<file path="src/rtl/mux7to1_reg_if.sv">
// Bus bundle for the registered 7-to-1 selector.
// Master drives select/data/valid; slave returns the registered result.
interface mux7to1_reg_if #(
    parameter int WIDTH = 1
);
    logic [2:0]       Sel;
    logic [WIDTH-1:0] A;
    logic [WIDTH-1:0] B;
    logic [WIDTH-1:0] C;
    logic [WIDTH-1:0] D;
    logic [WIDTH-1:0] E;
    logic [WIDTH-1:0] F;
    logic [WIDTH-1:0] G;
    logic             in_valid;
    logic [WIDTH-1:0] Z;
    logic             out_valid;
    logic             sel_err;

    modport master (
        output Sel, A, B, C, D, E, F, G, in_valid,
        input  Z, out_valid, sel_err
    );

    modport slave (
        input  Sel, A, B, C, D, E, F, G, in_valid,
        output Z, out_valid, sel_err
    );
endinterface

</file>
<file path="src/rtl/mux7to1_reg.sv">
// Registered 7-to-1 selector with valid tag and illegal-select flag.
// One cycle latency; no combinational path from inputs to outputs.
module mux7to1_reg #(
    parameter int WIDTH = 1
) (
    input  logic          clk,
    input  logic          rst,
    mux7to1_reg_if.slave  bus
);
    logic [WIDTH-1:0] w_data;
    logic             w_err;

    logic [WIDTH-1:0] r_z;
    logic             r_valid;
    logic             r_err;

    // Sel==7 or unknown falls to default: zero data, flag error.
    always_comb begin
        w_data = '0;
        w_err  = 1'b0;
        case (bus.Sel)
            3'd0:    w_data = bus.A;
            3'd1:    w_data = bus.B;
            3'd2:    w_data = bus.C;
            3'd3:    w_data = bus.D;
            3'd4:    w_data = bus.E;
            3'd5:    w_data = bus.F;
            3'd6:    w_data = bus.G;
            default: begin
                w_data = '0;
                w_err  = 1'b1;
            end
        endcase
    end

    always_ff @(posedge clk or posedge rst) begin
        if (rst) begin
            r_z     <= '0;
            r_valid <= 1'b0;
            r_err   <= 1'b0;
        end else begin
            r_valid <= bus.in_valid;
            if (bus.in_valid) begin
                r_z   <= w_data;
                r_err <= w_err;
            end
        end
    end

    assign bus.Z         = r_z;
    assign bus.out_valid = r_valid;
    assign bus.sel_err   = r_err;
endmodule

</file>
<file path="src/flat_wrapper.sv">
// flat-port wrapper written by rule: the top's interface ports become plain ports
module mux7to1_reg_flat 
#(
    parameter int WIDTH = 1
)
  (clk, rst, bus_Sel, bus_A, bus_B, bus_C, bus_D, bus_E, bus_F, bus_G, bus_in_valid, bus_Z, bus_out_valid, bus_sel_err);
  mux7to1_reg_if #(.WIDTH(WIDTH)) bus_i ();
  input  logic clk;
  input  logic rst;
  input wire logic [$bits(bus_i.Sel)-1:0] bus_Sel;
  input wire logic [$bits(bus_i.A)-1:0] bus_A;
  input wire logic [$bits(bus_i.B)-1:0] bus_B;
  input wire logic [$bits(bus_i.C)-1:0] bus_C;
  input wire logic [$bits(bus_i.D)-1:0] bus_D;
  input wire logic [$bits(bus_i.E)-1:0] bus_E;
  input wire logic [$bits(bus_i.F)-1:0] bus_F;
  input wire logic [$bits(bus_i.G)-1:0] bus_G;
  input wire logic [$bits(bus_i.in_valid)-1:0] bus_in_valid;
  output wire logic [$bits(bus_i.Z)-1:0] bus_Z;
  output wire logic [$bits(bus_i.out_valid)-1:0] bus_out_valid;
  output wire logic [$bits(bus_i.sel_err)-1:0] bus_sel_err;
  assign bus_i.Sel = bus_Sel;
  assign bus_i.A = bus_A;
  assign bus_i.B = bus_B;
  assign bus_i.C = bus_C;
  assign bus_i.D = bus_D;
  assign bus_i.E = bus_E;
  assign bus_i.F = bus_F;
  assign bus_i.G = bus_G;
  assign bus_i.in_valid = bus_in_valid;
  assign bus_Z = bus_i.Z;
  assign bus_out_valid = bus_i.out_valid;
  assign bus_sel_err = bus_i.sel_err;
  mux7to1_reg #(.WIDTH(WIDTH)) u_core (.clk(clk), .rst(rst), .bus(bus_i));
endmodule
</file>
<file path="config.mk">
export PLATFORM = sky130hd
export DESIGN_NAME = mux7to1_reg_flat
export DESIGN_NICKNAME = d
export VERILOG_FILES = /design/src/rtl/mux7to1_reg_if.sv /design/src/rtl/mux7to1_reg.sv /design/src/flat_wrapper.sv
export SDC_FILE = /design/constraint.sdc
export NUM_CORES = 1
export LEC_CHECK = 0
export ABC_AREA = 1
export BUFFER_PORTS_ARGS = -buffer_cell sky130_fd_sc_hd__buf_2
export CORE_AREA = 2 2 39 41
export DETAILED_ROUTE_END_ITERATION = 7
export DIE_AREA = 0 0 41 43
export SLEW_MARGIN = 20
export SYNTH_ARGS = -nofsm -noshare
export SYNTH_HDL_FRONTEND = slang
export SYNTH_SLANG_ARGS = --single-unit
</file>
<file path="constraint.sdc">
create_clock -name clk -period 0.8 [get_ports clk]
set_input_delay 0.16 -clock clk [delete_from_list [all_inputs] [get_ports clk]]
set_output_delay 0.16 -clock clk [all_outputs]
set_load 0.05 [all_outputs]
</file>
* Yosys cells after proc, flatten, opt, wreduce, memory -nomap -nowiden
Cells that the tools add are included.
Operators by class: eq/ne operators 6, muxes and demuxes 2, reductions and logical operators 2
Operators by type and width (number):
- == test 3 bit, second input constant | 3
- case mux 1 bit (7 select lines) | 1
- OR reduction 7 bit | 1
- == test 3 x 2 -> 1 bit, second input constant | 2
- == test 3 x 1 -> 1 bit, second input constant | 1
- logical NOT 3 bit | 1
- 2-to-1 mux 1 bit | 1
Storage, ports and cells: register bits 3, logic and storage cells 13

* Logic depth before layout (Yosys ltp)
depth in word-level cells 3, gate-level depth with buffers 7, mapped depth without buffers 7

* Least setup slack after synthesis
Ideal clock, no wire load.
path type register to register, from register, netlist name u_core.bus.sel_err, to register u_core.r_err, in the netlist u_core.bus.sel_err, setup time 0.122 ns, data arrival time 0.722 ns, data required time 0.678 ns, setup slack -0.044 ns, stages on the path, launching flop included 3, cells stage by stage dfrtp_1 -> nand2_1 -> o21ai_1
RTL lines:
- end signal, assigned | RTL line mux7to1_reg.sv:45 | r_err <= w_err;
- end, declared | RTL line mux7to1_reg.sv:15 | logic r_err;

* Worst setup path after layout
from register u_core.r_err, in the netlist u_core.bus.sel_err, to output port bus_sel_err
RTL lines:
- end, declared | RTL line flat_wrapper.sv:21 | output wire logic [$bits(bus_i.sel_err)-1:0] bus_sel_err;
No word-level cell between the ends.

==> impl_metrics.env <==
export IMPL_slew_headroom_pct=89.3
export IMPL_peakVddDrop_mv=0.318
export IMPL_hp_class="in2reg"
export IMPL_die_h_microns=43
export IMPL_cts_sinks=3
export IMPL_design_area_sq_um=359
export IMPL_placed_cells=58
export IMPL_grt_pass1_vias=210
export IMPL_tritoncts="done"
export IMPL_fill_cells=163
export IMPL_drt_iter0_drc=2
export IMPL_fmax_ghz=1.06
export IMPL_die_w_microns=41
export IMPL_power_density_nw_per_um2=1690
export IMPL_outcome="finished with violations"
export IMPL_ys_seq_area_share_pct=41.4
export IMPL_final_common_cell="buf_2"
export IMPL_clockBufferDepth=2
export IMPL_cts_root_buffer="clkbuf_4"
export IMPL_setup_viol=3
export IMPL_firstDrtPassIters=4
export IMPL_coreArea_sq_um=1380
export IMPL_final_cell_mix="buf_2 (12), nand3_1 (6), nand2_1 (6)"
export IMPL_grt_remaining_overflow=0
export IMPL_fin_crit_sh_pct=118
export IMPL_grt_max_degree=7
export IMPL_period_needed_ns=0.943
export IMPL_hold_violations=0
export IMPL_cp_slowest_cell="dfrtp_2"
export IMPL_grt_pass1_wl_microns=745
export IMPL_num_vias=234
export IMPL_diodes=0
export IMPL_critPathTopFamily="flip-flops"
export IMPL_grt_usage_pct=6.62
export IMPL_rsz0062_at_grt="true"
export IMPL_synth_fp_nets=40
export IMPL_crit_arrival_ns=0.78
export IMPL_path_class="reg2out"
export IMPL_synth_cells=27
export IMPL_io_buffers=15
export IMPL_worst_pin_slew_ns=0.159
export IMPL_ys_types=9
export IMPL_synth_warnings=0
export IMPL_drc=0
export IMPL_maxCapViolations=0
export IMPL_critPathBufInv=1
export IMPL_rrSetupSlack_ns=0.04
export IMPL_vias_per_cell=3.60
export IMPL_cp_max_fo=2
export IMPL_ant_nets=0
export IMPL_finClkSkew_ns=0
export IMPL_drive_gt1_share_pct=53.1
export IMPL_placed_area_sq_um=279
export IMPL_antenna_found_initial=0
export IMPL_wirelength_microns=441
export IMPL_setup_ws_ns=-0.143
export IMPL_cts_buffers=3
export IMPL_whs_ns=0.0742
export IMPL_worstPathRequired_ns=0.64
export IMPL_routedWlPerCell_microns=6.78
export IMPL_place_hpwl_microns=360
export IMPL_violations="negative setup slack"
export IMPL_syn_area_sq_um=181
export IMPL_crit_path_cell_trace="buf_8"
export IMPL_dieArea_sq_um=1760
export IMPL_crit_path_end_kind="output port"
export IMPL_stdcell_count=65
export IMPL_syn2layout_area_growth_pct=97.9
export IMPL_avgSynthCellArea_sq_um=6.72
export IMPL_fin_nets=63
export IMPL_slew_violations=0
export IMPL_cp_start_kind="flop"
export IMPL_leakagePower_uw=0.000195
export IMPL_routabilityCongestion=0.627
export IMPL_initial_core_util_pct=13.1
export IMPL_insertion_delay_ns=0.23
export IMPL_fp_row_count=14
export IMPL_htreeDepth=1
export IMPL_clkTransAtPathRegs_ns=0.03
export IMPL_cpPeakStageDelay_ns=0.40
export IMPL_io_pins=16
export IMPL_ys_seq_elements=3
[area by class of cell]
| type | instances | area (sq um) | area share, % |
|---|---|---|---|
| Multi-Input combinational cell | 19 | 90.1 | 25.1 |
| Inverter | 5 | 18.8 | 5.23 |
| Timing Repair Buffer | 18 | 126 | 35.2 |
| Tap cell | 16 | 20.0 | 5.57 |
| Clock buffer | 4 | 26.3 | 7.32 |
| Sequential cell | 3 | 77.6 | 21.6 |
[kinds of logic after synthesis]
| group | Yosys count | share of synthesized area [%] |
|---|---|---|
| DFF | 3 | 41.4 |
| AOI/OAI and AO/OA | 2 | 7.58 |
| and+or+nand+nor | 17 | 40.7 |
| buffers and inverters | 5 | 10.3 |
[Yosys cell counts]
cell type  count  area, sq um
a21oi_2        1         8.76
dfrtp_1        3         75.1
inv_1          3         11.3
inv_2          2         7.51
nand2_1        7         26.3
nand3_1        6         30.0
nand4_1        1         6.26
nor2_1         3         11.3
o21ai_1        1         5.00
[where the power goes]
part | switching (uW) | internal (uW) | total [uW] | leakage, uW
combinational | 91.4 | 81.4 | 173 | 0.000145
sequential | 8.57 | 166 | 175 | 0.0000347
clock | 72.4 | 187 | 259 | 0.0000150
total | 172 | 434 | 606 | 0.000195
[registers in the layout (all words and copies together), names as in the netlist]
name and flops:
u_core.bus.Z 1, u_core.bus.out_valid 1, u_core.bus.sel_err 1
[through the flow]
step	setup WS [ns]	TNS, ns	utilization [%]	power (uW)
after floorplan	0.0385	0	-	251
after global placement	-0.0208	-0.0208	20.2	305
after detailed placement	-0.0241	-0.0241	20.2	307
after CTS	-0.157	-0.429	25.8	627
after global routing	-0.165	-0.463	25.9	653
final	-0.143	-0.384	25.9	606
[metal layers]
layer	wire, microns	GRT usage [%]
met2	191	8.13
met1	193	8.01
met4	0	8.00
met5	0	0
met3	55	1.57
[final timing paths]
kind                                          from  cells past startpoint                    to
worst max-delay path            u_core.bus.sel_err                      1           bus_sel_err
max in group asynchronous                      rst                      3          u_core.bus.Z
worst min register to register        u_core.bus.Z                      3          u_core.bus.Z
worst max register to register  u_core.bus.sel_err                      3    u_core.bus.sel_err
min in group asynchronous                      rst                      3  u_core.bus.out_valid
worst min-delay path                  bus_in_valid                      1  u_core.bus.out_valid
[timing repair]
| action | CTS | global route |
|---|---|---|
| resized for setup | 8 | 1 |
| pin swaps | 0 | 0 |
| endpoints found under the setup margin | 3 | 4 |
| endpoints found under the hold margin | 3 | 0 |
| buffers inserted | 2 | 0 |
| hold buffers | 1 | 0 |
(Power assumes the default switching activity.)
